**src/rtl/mem_bus_arbiter_if.sv**
```systemverilog
// rtl/mem_bus_arbiter_if.sv - native memory bus bundle (valid/ready/addr/wdata/wstrb/rdata)
// Purpose: one request/response channel of the native memory bus.
// Ports (signals):
//   valid  requester -> responder  request, held until ready
//   addr   requester -> responder  32-bit byte address
//   wdata  requester -> responder  32-bit write data
//   wstrb  requester -> responder  byte strobes, 0 = read
//   ready  responder -> requester  completion pulse
//   rdata  responder -> requester  read data, valid with ready
// Modports: master = requester side, slave = responder side.
interface mem_bus_arbiter_if;
  logic        valid;
  logic [31:0] addr;
  logic [31:0] wdata;
  logic [3:0]  wstrb;
  logic        ready;
  logic [31:0] rdata;

  modport master (output valid, addr, wdata, wstrb, input ready, rdata);
  modport slave  (input valid, addr, wdata, wstrb, output ready, rdata);
endinterface

```
**src/rtl/mem_bus_arbiter.sv**
```systemverilog
// rtl/mem_bus_arbiter.sv - two-master native memory bus arbiter with grant lock and slave watchdog
// Purpose: shares one memory-bus slave between m0 (core) and m1 (debug loader).
// Ports:
//   clk, rst      clock, synchronous active-high reset
//   m0, m1        slave-side bus ports facing the two requesters
//   s             master-side bus port facing the shared slave
//   grant         one-hot bus owner, 00 when idle
//   timeout_err   sticky watchdog error flag
//   timeout_addr  address of the first timed-out access since the last clear
//   err_clr       clears timeout_err / timeout_addr
module mem_bus_arbiter #(
  parameter int          PRIORITY_MODE  = 0,
  parameter int          TIMEOUT_CYCLES = 1024,
  parameter logic [31:0] ERR_RDATA      = 32'hDEADBEEF
) (
  input  logic                    clk,
  input  logic                    rst,
  mem_bus_arbiter_if.slave        m0,
  mem_bus_arbiter_if.slave        m1,
  mem_bus_arbiter_if.master       s,
  output logic [1:0]              grant,
  output logic                    timeout_err,
  output logic [31:0]             timeout_addr,
  input  logic                    err_clr
);

  // The watchdog leaves BUSY at TIMEOUT_CYCLES-1, so this width never wraps.
  localparam int WD_W = (TIMEOUT_CYCLES > 0) ? $clog2(TIMEOUT_CYCLES + 1) : 1;

  typedef enum logic {IDLE, BUSY} state_t;

  state_t          state;
  logic            last_grant;   // 0 = m0 owned last, 1 = m1 owned last
  logic [WD_W-1:0] wdog;

  logic        busy;
  logic        g_valid;
  logic        done;
  logic        timeout_hit;
  logic        finish;
  logic        pick_m1;
  logic [31:0] cpl_rdata;

  always_comb begin
    busy    = (state == BUSY);
    g_valid = 1'b0;
    s.addr  = '0;
    s.wdata = '0;
    s.wstrb = '0;
    if (grant[0]) begin
      g_valid = m0.valid;
      s.addr  = m0.addr;
      s.wdata = m0.wdata;
      s.wstrb = m0.wstrb;
    end else if (grant[1]) begin
      g_valid = m1.valid;
      s.addr  = m1.addr;
      s.wdata = m1.wdata;
      s.wstrb = m1.wstrb;
    end

    // A slave response in the last watchdog cycle still counts as a normal completion.
    done        = busy && s.ready;
    timeout_hit = (TIMEOUT_CYCLES != 0) && busy && !s.ready &&
                  (wdog == WD_W'(TIMEOUT_CYCLES - 1));
    finish      = done || timeout_hit;

    // On timeout the request is withdrawn from the slave in the same cycle it is answered.
    s.valid   = busy && g_valid && !timeout_hit;
    cpl_rdata = done ? s.rdata : ERR_RDATA;

    m0.ready = finish && grant[0];
    m1.ready = finish && grant[1];
    m0.rdata = (finish && grant[0]) ? cpl_rdata : '0;
    m1.rdata = (finish && grant[1]) ? cpl_rdata : '0;

    // m1 wins when alone, or on a round-robin tie when m0 owned the bus last.
    pick_m1 = m1.valid && (!m0.valid || ((PRIORITY_MODE == 0) && !last_grant));
  end

  always_ff @(posedge clk) begin
    if (rst) begin
      state        <= IDLE;
      grant        <= 2'b00;
      last_grant   <= 1'b1;
      wdog         <= '0;
      timeout_err  <= 1'b0;
      timeout_addr <= '0;
    end else begin
      if (err_clr) begin
        timeout_err  <= 1'b0;
        timeout_addr <= '0;
      end
      case (state)
        IDLE: begin
          if (m0.valid || m1.valid) begin
            grant <= pick_m1 ? 2'b10 : 2'b01;
            wdog  <= '0;
            state <= BUSY;
          end
        end
        BUSY: begin
          if (finish) begin
            last_grant <= grant[1];
            grant      <= 2'b00;
            state      <= IDLE;
            if (timeout_hit) begin
              // A new error overrides a simultaneous clear; otherwise the first address is kept.
              timeout_err <= 1'b1;
              if (!timeout_err || err_clr)
                timeout_addr <= s.addr;
            end
          end else begin
            wdog <= wdog + 1'b1;
          end
        end
        default: state <= IDLE;
      endcase
    end
  end

endmodule

```
**src/flat_wrapper.sv**
```systemverilog
// flat-port wrapper written by rule: the top's interface ports become plain ports
module mem_bus_arbiter_flat 
#(
  parameter int          PRIORITY_MODE  = 0,
  parameter int          TIMEOUT_CYCLES = 1024,
  parameter logic [31:0] ERR_RDATA      = 32'hDEADBEEF
)
  (clk, rst, grant, timeout_err, timeout_addr, err_clr, m0_valid, m0_addr, m0_wdata, m0_wstrb, m0_ready, m0_rdata, m1_valid, m1_addr, m1_wdata, m1_wstrb, m1_ready, m1_rdata, s_valid, s_addr, s_wdata, s_wstrb, s_ready, s_rdata);
  mem_bus_arbiter_if m0_i ();
  mem_bus_arbiter_if m1_i ();
  mem_bus_arbiter_if s_i ();
  input  logic clk;
  input  logic rst;
  output logic [1:0] grant;
  output logic timeout_err;
  output logic [31:0] timeout_addr;
  input  logic err_clr;
  input wire logic [$bits(m0_i.valid)-1:0] m0_valid;
  input wire logic [$bits(m0_i.addr)-1:0] m0_addr;
  input wire logic [$bits(m0_i.wdata)-1:0] m0_wdata;
  input wire logic [$bits(m0_i.wstrb)-1:0] m0_wstrb;
  output wire logic [$bits(m0_i.ready)-1:0] m0_ready;
  output wire logic [$bits(m0_i.rdata)-1:0] m0_rdata;
  input wire logic [$bits(m1_i.valid)-1:0] m1_valid;
  input wire logic [$bits(m1_i.addr)-1:0] m1_addr;
  input wire logic [$bits(m1_i.wdata)-1:0] m1_wdata;
  input wire logic [$bits(m1_i.wstrb)-1:0] m1_wstrb;
  output wire logic [$bits(m1_i.ready)-1:0] m1_ready;
  output wire logic [$bits(m1_i.rdata)-1:0] m1_rdata;
  output wire logic [$bits(s_i.valid)-1:0] s_valid;
  output wire logic [$bits(s_i.addr)-1:0] s_addr;
  output wire logic [$bits(s_i.wdata)-1:0] s_wdata;
  output wire logic [$bits(s_i.wstrb)-1:0] s_wstrb;
  input wire logic [$bits(s_i.ready)-1:0] s_ready;
  input wire logic [$bits(s_i.rdata)-1:0] s_rdata;
  assign m0_i.valid = m0_valid;
  assign m0_i.addr = m0_addr;
  assign m0_i.wdata = m0_wdata;
  assign m0_i.wstrb = m0_wstrb;
  assign m0_ready = m0_i.ready;
  assign m0_rdata = m0_i.rdata;
  assign m1_i.valid = m1_valid;
  assign m1_i.addr = m1_addr;
  assign m1_i.wdata = m1_wdata;
  assign m1_i.wstrb = m1_wstrb;
  assign m1_ready = m1_i.ready;
  assign m1_rdata = m1_i.rdata;
  assign s_valid = s_i.valid;
  assign s_addr = s_i.addr;
  assign s_wdata = s_i.wdata;
  assign s_wstrb = s_i.wstrb;
  assign s_i.ready = s_ready;
  assign s_i.rdata = s_rdata;
  mem_bus_arbiter #(.PRIORITY_MODE(PRIORITY_MODE), .TIMEOUT_CYCLES(TIMEOUT_CYCLES), .ERR_RDATA(ERR_RDATA)) u_core (.clk(clk), .rst(rst), .m0(m0_i), .m1(m1_i), .s(s_i), .grant(grant), .timeout_err(timeout_err), .timeout_addr(timeout_addr), .err_clr(err_clr));
endmodule
```
**config.mk**
```make
export PLATFORM = sky130hd
export DESIGN_NAME = mem_bus_arbiter_flat
export DESIGN_NICKNAME = d
export VERILOG_FILES = /design/src/rtl/mem_bus_arbiter_if.sv /design/src/rtl/mem_bus_arbiter.sv /design/src/flat_wrapper.sv
export SDC_FILE = /design/constraint.sdc
export NUM_CORES = 1
export LEC_CHECK = 0
export ABC_AREA = 1
export ABC_CLOCK_PERIOD_IN_PS = 2100
export BUFFER_PORTS_ARGS = -buffer_cell sky130_fd_sc_hd__buf_2
export CORE_AREA = 4 4 131 133
export CTS_CLUSTER_SIZE = 40
export DETAILED_ROUTE_END_ITERATION = 6
export DIE_AREA = 0 0 135 137
export GPL_ROUTABILITY_DRIVEN = 0
export GPL_TIMING_DRIVEN = 0
export PLACE_DENSITY_LB_ADDON = 0.3
export SYNTH_ARGS = -nofsm -noshare
export SYNTH_HDL_FRONTEND = slang
export SYNTH_SLANG_ARGS = --single-unit
export TNS_END_PERCENT = 5
```
**constraint.sdc**
```tcl
create_clock -name clk -period 2.1 [get_ports clk]
set_input_delay 0.42 -clock clk [delete_from_list [all_inputs] [get_ports clk]]
set_output_delay 0.42 -clock clk [all_outputs]
set_load 0.01 [all_outputs]
```
# Word level (Yosys, flattened, before mapping)
# Index checks and enable logic that the tools add are counted.
# Widths: inputs -> output; s select.
[word_totals]
register_bits = 48
latch_bits = 0
mem_bits_rw = 0
romBits = 0
output_inout_bits = 170
mem_count = 0
[op_classes]
addsub = 1
mul = 0
n_div = 0
magnitude_cmp = 0
eq_ne = 4
shift = 0
muxes = 30
bitwise = 1
n_reduce_logical = 20
[op_table]
columns = ["cell", "count"]
rows = [
  ["$mux 32", 12],
  ["$mux 11", 2],
  ["$pmux 11 s2", 1],
  ["$add 11x1->11 const B", 1],
  ["$eq 11x10->1 const B", 1],
  ["$logic_and 1x1->1", 8],
  ["$mux 1", 8],
  ["$mux 4", 2],
  ["$mux 2", 3],
  ["$reduce_and 2->1", 3],
  ["$logic_not 1->1", 5],
  ["$logic_or 1x1->1", 4],
  ["$ne 2x2->1 const B", 2],
  ["$pmux 2 s2", 1],
  ["$ne 2x1->1 const B", 1],
  ["$pmux 1 s2", 1],
  ["$not 1->1", 1],
]

# Logic depth before layout (Yosys ltp)
# Gate-level depths: netlist of run 1.
[logic_depth]
ltp_word = 6
depth_mapped = 10
ltp_nobuf = 9

# Worst setup path before layout of run 1
# Ideal clock, no wire load.
[synth_path]
kind = "register -> output"
startpoint = "reg u_core.wdog[1]"
endpoint = "out m1_rdata[10]"
t_arrival_ps = 1515
slack_ps = 165
stages_incl_launch_ff = 9
path_buffers = 1
cell_sequence = "dfxtp_1 ha_1 nand2_2 nor2_4 nand4_2 nand2_2 nand2_4 buf_6 a21oi_1"
[synth_via]
elab_chain_len = 5
[synth_lines]
columns = ["element", "line", "rtl"]
rows = [
  ["start: declaration", "mem_bus_arbiter.sv:34", "logic [WD_W-1:0] wdog;"],
  ["start signal: assignment", "mem_bus_arbiter.sv:114", "wdog <= wdog + 1'b1;"],
  ["$eq 11x10->1", "mem_bus_arbiter.sv:65", "(wdog == WD_W'(TIMEOUT_CYCLES - 1));"],
  ["$logic_and 1x1->1", "mem_bus_arbiter.sv:64", "timeout_hit = (TIMEOUT_CYCLES != 0) && busy && !s.ready &&"],
  ["$logic_or 1x1->1", "mem_bus_arbiter.sv:66", "finish = done || timeout_hit;"],
  ["$logic_and 1x1->1", "mem_bus_arbiter.sv:75", "m1.rdata = (finish && grant[1]) ? cpl_rdata : '0;"],
  ["$mux 32", "mem_bus_arbiter.sv:75", ""],
  ["end: declaration", "flat_wrapper.sv:29", "output wire logic [$bits(m1_i.rdata)-1:0] m1_rdata;"],
]
# No other way between the ends.

# Worst setup path after layout of run 1
[layout_path]
startpoint = "reg u_core.wdog[0]"
endpoint = "out m1_rdata[1]"
# Same word-level chain as after synthesis.

==> flow_metrics.py, run 1 <==
metrics = {
    "detailed_routing": {
        "wire_per_inst_um": 16.21,
        "drc": 0,
        "drtIter0Drc": 134,
        "vias_per_cell": 4.481,
        "drt-total-wl_mm": 18.21,
        "dr.pass1.iters": 5,
        "antenna_left": 0,
        "via_count": 5032,
    },
    "logic_synthesis": {
        "syn_area_mm2": 0.003531,
        "yosys.area.top_type": "dfxtp_1",
        "synth_fa_ha_area_share_pct": 0.3544,
        "synth.avg_cell_area_um2": 6.539,
        "synthMuxAreaShare_pct": 0,
        "async_reset_ff_share_pct": 0,
        "ys_ff_latch": 48,
        "synth_flop_cell": "dfxtp_1",
        "synth_edf_count": 0,
        "yosys.area.top_type_share_pct": 27.21,
        "synthSimpleGateAreaFrac_pct": 24.91,
        "synth_top_family_by_area": "compound AO/OA/AOI/OAI gates",
        "synth_commonest_cells": "141 x nand2_1, 72 x a21oi_1, 69 x inv_1, 48 x dfxtp_1, 39 x a22o_1",
        "synth-xor-area-share_pct": 0,
        "ys_top_cells_by_area": "dfxtp_1 27%, nand2_1 15%, a21oi_1 10%",
        "syn-num-nets": 715,
        "synth_compound_area_share_pct": 32.35,
        "yosysUniqueCellTypes": 29,
        "syn_inst": 540,
        "ys_seq_area_share_pct": 27.21,
        "yosysMostFrequentCell": "nand2_1",
        "yosys_warnings": 0,
    },
    "worst_setup_path": {
        "critPathLaunchType": "flop",
        "critPathKind": "reg -> out",
        "crit_path_start": "u_core.wdog[0]",
        "crit_fanout": 7,
        "timing.rr.end": "u_core.timeout_addr[3]",
        "end_kind": "output pin",
        "cp.required_ns": 1.68,
        "r2r_slack_ns": 0.33,
        "timing.rr.start": "u_core.wdog[0]",
        "arrival_ns": 1.83,
        "r2r_cells": 10,
    },
    "global_routing": {
        "grt_max_degree": 14,
        "grt_pass1_wl_mm": 25.60,
        "antenna_found_initial": 4,
        "first_global_vias": 4570,
        "grt_overflow": 0,
        "track_usage_pct": 17.64,
    },
    "power": {
        "vdd.ir_drop.worst_mv": 0.3087,
        "p_leak_nw": 3.698,
        "p_per_area_mw_per_mm2": 439.0,
        "power.total_mw": 2.754,
    },
    "cts": {
        "cts_tree": "built",
        "clock_latency_ns": 0.29,
        "cts_num_sinks": 48,
        "cts_hold_buffers": 0,
        "cts_made_buffers": 5,
        "cts_htree_levels": 2,
        "clk_path_buf_depth": 2,
        "cts.reportedPaths.clkPinSlew_ns": 0.07,
        "cts_root_buffer": "clkbuf_16",
    },
    "sta": {
        "hold_viol": 0,
        "whs_ns": 0.3847,
        "min_period_over_period_pct": 107.0,
        "worst_slack_ns": -0.1469,
        "finalCriticalPeriod_ns": 2.247,
        "setup_violations": 44,
        "tns_ns": -4.039,
        "rsz0062_at_grt": "true",
        "slew_headroom_pct": 62.90,
        "slew_violations": 0,
        "worstMarginPinSlew_ns": 0.5565,
        "timing.fmax_mhz": 445.1,
        "skew_ns": 0.008762,
    },
    "layout": {
        "diodes": 0,
        "nFillCells": 1681,
        "multi_input_area_mm2": 0.002323,
        "syn2layout_area_growth_pct": 77.71,
        "layout.nets": 1082,
        "post-route-util_pct": 39.64,
        "seq_area_um2": 972.2,
        "drive_gt1_share_pct": 55.02,
    },
    "flow_run": {
        "maxCapViolCount": 0,
    },
    "floorplan": {
        "die-area_mm2": 0.01850,
        "ios": 344,
        "coreArea_mm2": 0.01583,
        "initial_utilization_pct": 22.31,
        "row_count": 46,
        "die_w_um": 135,
        "die_h_um": 137,
    },
    "hold_path": {
        "worstHoldPathCells": 2,
        "hold_path_class": "in -> reg",
        "min-delay-start": "rst",
        "hold_end": "u_core.grant[1]",
    },
    "run_status": {
        "status": "finished with violations",
        "violations": "negative setup slack",
    },
    "placement": {
        "hpwl_mm": 14.60,
        "io_buffers": 343,
    },
}
-- worst max-delay path, stage by stage (launching register included) --
cell and delay (ns):
dfxtp_2 0.35, ha_4 0.16, nand2_4 0.06, nor2_4 0.16, nand4_4 0.12, nand2_4 0.14, nand2_8 0.10, buf_4 0.16
a21oi_1 0.12, buf_2 0.16
-- power breakdown --
group / switching [mW] / internal, mW
Combinational: 0.559 / 0.433
Clock: 0.333 / 0.500
Sequential: 0.0109 / 0.918
-- registers in the layout, indices dropped and copies added, names as in the netlist --
| name | count |
|---|---|
| u_core.busy | 1 |
| u_core.grant | 2 |
| u_core.last_grant | 1 |
| u_core.timeout_addr | 32 |
| u_core.timeout_err | 1 |
| u_core.wdog | 11 |
-- layout make-up --
| class | instances | share of cell area, % |
|---|---|---|
| Buffer | 41 | 5.643 |
| Clock buffer | 7 | 2.433 |
| Inverter | 73 | 4.526 |
| Multi-Input combinational cell | 378 | 37.03 |
| Sequential cell | 48 | 15.49 |
| Tap cell | 216 | 4.307 |
| Timing Repair Buffer | 360 | 30.57 |
-- routing by layer --
layer	GRT usage (%)	share of wire, %	wire (um)
met4	2.352	0.76	139
met3	4.007	8.2	1498
met2	34.91	54	9807
met1	19.57	37	6707
met5	0	0.30	55
-- stage by stage --
stage               cell area, um2  cells  worst slack [ns]
finish                        6275   1123           -0.1469
global route                  6275   1123           -0.2025
detailed placement            5518   1099           -0.2743
floorplan                     3531    540            0.1651
global placement              5518   1099           -0.3341
CTS                           6106   1119          -0.09842
-- cell usage in the layout, fill, tap and decap left out, drive strengths merged --
cell type  count
a22o          39
a22oi         30
dfxtp         48
clkbuf        25
nor3           1
o21ai          5
nor3b          2
nand2        147
ha             1
nand3         20
nand4          3
inv           72
bufbuf         1
o21bai         2
clkinv         1
nor2          36
buf          382
a21oi         92
-- cells by family after synthesis --
| group | Yosys count |
|---|---|
| buf+inv | 114 |
| fa+ha+maj | 1 |
| flops | 48 |
| compound gates | 168 |
| simple gates | 209 |
-- repair_timing --
item / in CTS / in global routing
setup buffers: 11 / 3
cloned: 2 / 1
endpoints found under the setup margin: 121 / 111
resized for setup: 85 / 38
pin swaps: 6 / 6
-- worst max-delay path by stage --
stage,to,slack [ns],cells after the start
2_1_floorplan,m1_rdata[10],0.17,8
3_3_place_gp,s_wdata[27],-0.33,5
3_5_place_dp,s_wdata[27],-0.27,5
4_1_cts,m0_rdata[19],-0.1,9
5_1_grt,m1_rdata[1],-0.20,9
6_report,m1_rdata[1],-0.15,9
Power figures use the tool's default switching activity.
==> inputs of run 2 (changes only) <==
Settings changed: ABC_CLOCK_PERIOD_IN_PS 2100 to 2700, RECOVER_POWER set to 25.
Clock period 2.1 ns to 2.7 ns, I/O delays scaled along.
==> flow_metrics.py, run 2 (synthesized netlist as in run 1, its figures left out) <==
metrics = {
    "worst_setup_path": {
        "worst-path-buf-inv": 2,
        "path_cells": "ha_1 -> nand2_2 -> nor2_4 -> nand4_4 -> nand2_4 -> nand2_4 -> buf_6 -> a21oi_1 -> buf_2",
        "cp_slowest_cell": "dfxtp_1",
        "slowest_delay_ns": 0.37,
        "cp.required_ns": 2.16,
        "critPathLaunchType": "flop",
        "arrival_ns": 2.07,
        "crit_fanout": 10,
        "critPathKind": "reg -> out",
        "end_kind": "output pin",
        "crit_top_cell": "nand2_4",
        "cpLargestDelayFamily": "simple AND/OR/NAND/NOR gates",
    },
    "cts": {
        "cts_hold_buffers": 0,
        "clock_latency_ns": 0.28,
        "clk_path_buf_depth": 2,
        "cts_tree": "built",
        "cts_root_buffer": "clkbuf_16",
        "cts_num_sinks": 48,
        "cts_htree_levels": 2,
        "cts.reportedPaths.clkPinSlew_ns": 0.06,
        "cts_made_buffers": 5,
    },
    "run_status": {
        "status": "finished, final reports clean",
    },
    "placement": {
        "hpwl_mm": 14.60,
        "pre_cts_ws_ns": 0.1969,
        "dp.cells": 1099,
        "io_buffers": 343,
    },
    "layout": {
        "syn2layout_area_growth_pct": 61.91,
        "final_cell_mix": "327 x buf_2, 141 x nand2_1, 72 x a21oi_1",
        "layout.nets": 1069,
        "nFillCells": 1748,
        "layoutNonFillerInstCount": 1110,
        "drive_gt1_share_pct": 44.18,
        "largest_reg_flops": 32,
        "regMostFlops": "u_core.timeout_addr",
        "post-route-util_pct": 36.12,
        "final_common_cell": "buf_2",
        "diodes": 0,
        "seq_area_um2": 960.9,
        "multi_input_area_mm2": 0.002053,
        "top_regs": "u_core.timeout_addr x32, u_core.wdog x11, u_core.grant x2",
    },
    "global_routing": {
        "track_usage_pct": 16.99,
        "grt_max_degree": 14,
        "grt_overflow": 0,
        "antenna_found_initial": 4,
        "grt_pass1_wl_mm": 24.70,
        "first_global_vias": 4428,
    },
    "detailed_routing": {
        "drc": 0,
        "wirelength_met1_mm": 6.586,
        "dr.pass1.iters": 5,
        "vias_per_cell": 4.451,
        "routed-wl-met3_mm": 1.501,
        "routed.top_layer": "met5",
        "wire_per_inst_um": 15.83,
        "drtIter0Drc": 169,
        "via_count": 4941,
        "met2WireLength_mm": 9.286,
        "antenna_left": 0,
        "drt-total-wl_mm": 17.57,
    },
    "sta": {
        "worstMarginPinSlew_ns": 0.5438,
        "slew_headroom_pct": 63.75,
        "rsz0062_at_grt": "true",
        "setup_violations": 0,
        "min_period_over_period_pct": 96.66,
        "slew_violations": 0,
        "skew_ns": 0.009045,
        "timing.fmax_mhz": 383.2,
        "hold_viol": 0,
        "finalCriticalPeriod_ns": 2.610,
        "whs_ns": 0.5013,
        "worst_slack_ns": 0.09027,
    },
    "power": {
        "power.total_mw": 2.044,
        "vdd.ir_drop.worst_mv": 0.2429,
        "p_leak_nw": 3.476,
        "p_per_area_mw_per_mm2": 357.6,
    },
    "flow_run": {
        "maxCapViolCount": 0,
    },
    "floorplan": {
        "coreArea_mm2": 0.01583,
        "ios": 344,
        "row_count": 46,
        "die-area_mm2": 0.01850,
        "initial_utilization_pct": 22.31,
        "die_w_um": 135,
        "die_h_um": 137,
    },
    "hold_path": {
        "hold_path_class": "reg -> reg",
    },
}
run 2: cell types whose count changed in the layout (fill, tap and decap cells not counted), moves of 19 or more:
cell      previous run  this run
a21oi_1             49        72
a21oi_2             43        20
a22oi_1              5        29
a22oi_2             25         1
buf_2              346       327
clkbuf_1             6        31
run 2: timing repair:
| action | CTS | global route |
|---|---|---|
| buffers inserted | 0 | 4 |
| pin swaps | 0 | 1 |
| resized for setup | 5 | 13 |
| setup endpoints to repair | 14 | 85 |
run 2: tightest hold or removal path: cells and delay by family, from the launching register on:
family           cells  cell delay [ns]
AO/OA/AOI/OAI        1             0.06
AND/OR/NAND/NOR      1             0.08
flip-flops           1             0.32
run 2: final cells by class:
type / count / share of cell area, %
clock buffers: 7 / 2.670
plain buffers: 41 / 4.924
well taps: 216 / 4.728
flip-flops and latches: 48 / 16.81
repair buffers: 347 / 30.12
inverters: 73 / 4.837
multi-input cells: 378 / 35.92
run 2: worst paths after layout:
| kind | start | endpoint | slack (ns) | depth (start not counted) |
|---|---|---|---|---|
| max reg2reg | u_core.wdog[1] | u_core.timeout_addr[3] | 0.84 | 10 |
| min reg2reg | u_core.wdog[4] | u_core.wdog[4] | 0.50 | 2 |
| min | u_core.wdog[4] | u_core.wdog[4] | 0.50 | 2 |
| max | u_core.wdog[1] | m0_rdata[19] | 0.09 | 9 |
run 2: metal layers:
metal	vias to the layer above	global-route usage, %
li1	2497	-
met1	2179	18.94
met2	240	33.32
met3	17	4.007
met4	8	2.352
met5	-	0
run 2: power by group:
group / internal [mW] / total [mW] / switching (mW)
sequential: 0.714 / 0.721 / 0.00677
combinational: 0.283 / 0.681 / 0.397
clock: 0.389 / 0.643 / 0.254
run 2: through the flow:
step           area, um2  setup TNS (ns)
5_1_grt             5717        -0.02134
4_1_cts             5687               0
3_3_place_gp        5518               0
2_1_floorplan       3531               0
6_report            5717               0
3_5_place_dp        5518               0
==> inputs of run 3 (changes only) <==
Settings changed: ABC_AREA 1 to not set, CORE_AREA 4 4 131 133 to 4 4 130 132, DIE_AREA 0 0 135 137 to 0 0 134 136, PLACE_DENSITY set to 0.51, PLACE_DENSITY_LB_ADDON 0.3 to not set.
==> flow_metrics.py, run 3 <==
metrics = {
    "global_routing": {
        "grtUsageMet2_pct": 34.62,
        "track_usage_pct": 18.78,
        "grt.busiest_layer": "met2",
        "grtUsageMet1_pct": 22.27,
        "antenna_found_initial": 0,
        "grt_pass1_wl_mm": 27.10,
        "grt_overflow": 0,
        "grt_max_degree": 16,
        "use_met3_pct": 5.736,
        "first_global_vias": 4668,
    },
    "logic_synthesis": {
        "yosys.area.top_type_share_pct": 27.56,
        "yosysMostFrequentCell": "a22o_1",
        "yosysUniqueCellTypes": 50,
        "ys_top_cells_by_area": "dfxtp_1 28%, a22o_1 17%, o21a_1 11%",
        "synthSimpleGateAreaFrac_pct": 15.54,
        "synth.avg_cell_area_um2": 8.128,
        "yosys.area.top_type": "dfxtp_1",
        "async_reset_ff_share_pct": 0,
        "synth_top_family_by_area": "compound AO/OA/AOI/OAI gates",
        "synth-xor-area-share_pct": 0,
        "synthMuxAreaShare_pct": 0.3229,
        "ys_seq_area_share_pct": 27.56,
        "yosys_warnings": 0,
        "synth_fa_ha_area_share_pct": 0.3588,
        "syn_inst": 429,
        "syn-num-nets": 604,
        "syn_area_mm2": 0.003487,
        "synth_commonest_cells": "68 x a22o_1, 49 x o21a_1, 48 x dfxtp_1, 42 x a21oi_1",
        "synth_flop_cell": "dfxtp_1",
        "synth_edf_count": 0,
        "synth_compound_area_share_pct": 47.00,
        "ys_ff_latch": 48,
    },
    "sta": {
        "worstMarginPinSlew_ns": 0.6067,
        "rsz0062_at_grt": "true",
        "setup_violations": 0,
        "min_period_over_period_pct": 95.33,
        "timing.fmax_mhz": 388.5,
        "slew_headroom_pct": 59.47,
        "whs_ns": 0.4586,
        "tns_ns": 0,
        "skew_ns": 0.007520,
        "finalCriticalPeriod_ns": 2.574,
        "hold_viol": 0,
        "slew_violations": 0,
    },
    "detailed_routing": {
        "drt-total-wl_mm": 18.72,
        "vias_per_cell": 4.833,
        "wire_per_inst_um": 18.81,
        "antenna_left": 0,
        "dr.pass1.iters": 4,
        "drtIter0Drc": 238,
        "drc": 0,
        "via_count": 4809,
    },
    "cts": {
        "cts_setup_buffers": 0,
        "cts_hold_buffers": 0,
        "clk_path_buf_depth": 2,
        "cts_tree": "built",
        "cts_htree_levels": 2,
        "cts_made_buffers": 5,
        "clock_latency_ns": 0.29,
        "cts_num_sinks": 48,
        "cts.reportedPaths.clkPinSlew_ns": 0.06,
        "cts_root_buffer": "clkbuf_16",
    },
    "placement": {
        "placed_area_mm2": 0.005469,
        "io_buffers": 342,
        "hpwl_mm": 15.29,
        "dp.cells": 987,
    },
    "worst_setup_path": {
        "critPathKind": "reg -> out",
        "slowest_delay_ns": 0.38,
        "end_kind": "output pin",
        "cp_slowest_cell": "dfxtp_2",
        "path_cells": "ha_2 -> nand3_4 -> o31ai_4 -> and3_1 -> clkbuf_4 -> buf_6 -> o21a_1 -> buf_2",
        "arrival_ns": 2.03,
        "cp.required_ns": 2.16,
        "cpLargestDelayFamily": "buffers and inverters",
        "worst-path-buf-inv": 3,
        "critPathLaunchType": "flop",
        "crit_fanout": 10,
    },
    "layout": {
        "seq_area_um2": 963.4,
        "layoutNonFillerInstCount": 995,
        "final_common_cell": "buf_2",
        "diodes": 0,
        "syn2layout_area_growth_pct": 61.93,
        "drive_gt1_share_pct": 45.70,
        "regMostFlops": "u_core.timeout_addr",
        "top_regs": "u_core.timeout_addr x32, u_core.wdog x11, u_core.grant x2",
        "layout.nets": 953,
        "largest_reg_flops": 32,
        "final_cell_mix": "319 x buf_2, 68 x a22o_1, 64 x clkbuf_1",
        "multi_input_area_mm2": 0.002243,
        "design_area_mm2": 0.005647,
        "nFillCells": 1707,
    },
    "hold_path": {
        "hold_path_class": "reg -> reg",
    },
    "floorplan": {
        "ios": 344,
        "coreArea_mm2": 0.01571,
        "die-area_mm2": 0.01822,
        "row_count": 46,
        "initial_utilization_pct": 22.19,
        "die_w_um": 134,
        "die_h_um": 136,
    },
    "power": {
        "p_clk_share_pct": 31.1,
        "switching_share_pct": 32.57,
        "p_switching_uw": 670.7,
        "comb_power_share_pct": 34.0,
        "p_per_area_mw_per_mm2": 364.7,
        "p_int_mw": 1.389,
        "pwr-share-seq_pct": 34.9,
        "vdd.ir_drop.worst_mv": 0.2708,
        "p_leak_nw": 2.820,
    },
    "flow_run": {
        "maxCapViolCount": 0,
    },
    "run_status": {
        "status": "finished, final reports clean",
    },
}
==> run 3: cell types whose count changed in the layout (fill, tap and decap cells not counted), moves of 8 or more <==
cell / previous run / this run
nand2_1: 141 / 15
inv_1: 69 / 6
o21a_1: 0 / 49
clkbuf_1: 31 / 64
a21oi_1: 72 / 42
a22o_1: 39 / 68
a22oi_1: 29 / 0
nor2_1: 33 / 6
o311ai_1: 0 / 27
a21oi_2: 20 / 0
and3_1: 0 / 20
nand3_1: 20 / 35
buf_2: 327 / 319
==> run 3: cell type report <==
cell class	count	area share, %
inverter	6	0.3988
sequential	48	17.06
buffer	62	5.783
clock inverter	2	0.2437
multi-input combinational	313	39.73
tap	216	4.786
clock buffer	6	2.460
timing repair buffer	342	29.54
==> run 3: logic make-up (layout without fill, tap and decap cells) <==
family | count (synthesis) | in the layout
mux | 1 | 1
fa+ha+maj | 1 | 1
compound gates | 214 | 214
flops | 48 | 48
buf+inv | 68 | 418
simple gates | 97 | 97
==> run 3: metal layers <==
| metal | wire (um) | up-vias |
|---|---|---|
| met5 | 0 | - |
| met4 | 126 | 0 |
| met3 | 1542 | 11 |
| met2 | 9786 | 164 |
| met1 | 7259 | 2243 |
| li1 | - | 2391 |
==> run 3: through the flow <==
step | setup slack [ns] | total power [mW] | utilization, %
4_1_cts | -0.006198 | 2.083 | 35.95
3_5_place_dp | 0.04213 | 1.433 | 34.81
6_report | 0.1260 | 2.060 | 35.94
5_1_grt | -0.007737 | 2.169 | 35.94
2_1_floorplan | 0.4948 | 1.080 | -
3_3_place_gp | 0.03732 | 1.436 | 34.81
==> run 3: path summary, 6_finish.rpt <==
check | from | end | slack [ns] | depth (start not counted)
hold / removal | u_core.wdog[10] | u_core.wdog[10] | 0.46 | 2
setup / recovery | u_core.wdog[0] | m0_rdata[26] | 0.13 | 8
hold reg to reg | u_core.wdog[10] | u_core.wdog[10] | 0.46 | 2
setup reg to reg | u_core.wdog[0] | u_core.timeout_addr[13] | 0.74 | 7
==> run 3: power groups by stage <==
| stage | Combinational [mW] | Sequential, mW | Clock (mW) |
|---|---|---|---|
| final | 0.699 | 0.719 | 0.641 |
| after global routing | 0.765 | 0.719 | 0.685 |
| after CTS | 0.705 | 0.719 | 0.659 |
| after detailed placement | 0.698 | 0.735 | 0 |
| after global placement | 0.701 | 0.735 | 0 |
| after floorplan | 0.345 | 0.735 | 0 |
==> run 3: repair_timing <==
action	CTS	global route
setup endpoints to repair	81	56
resized for setup	10	12
pin swaps	0	1
==> run 3: worst min-delay path, stage by stage, from the launching register on <==
cell     delay, ns
dfxtp_1       0.32
nand2_1       0.06
a21oi_1       0.04
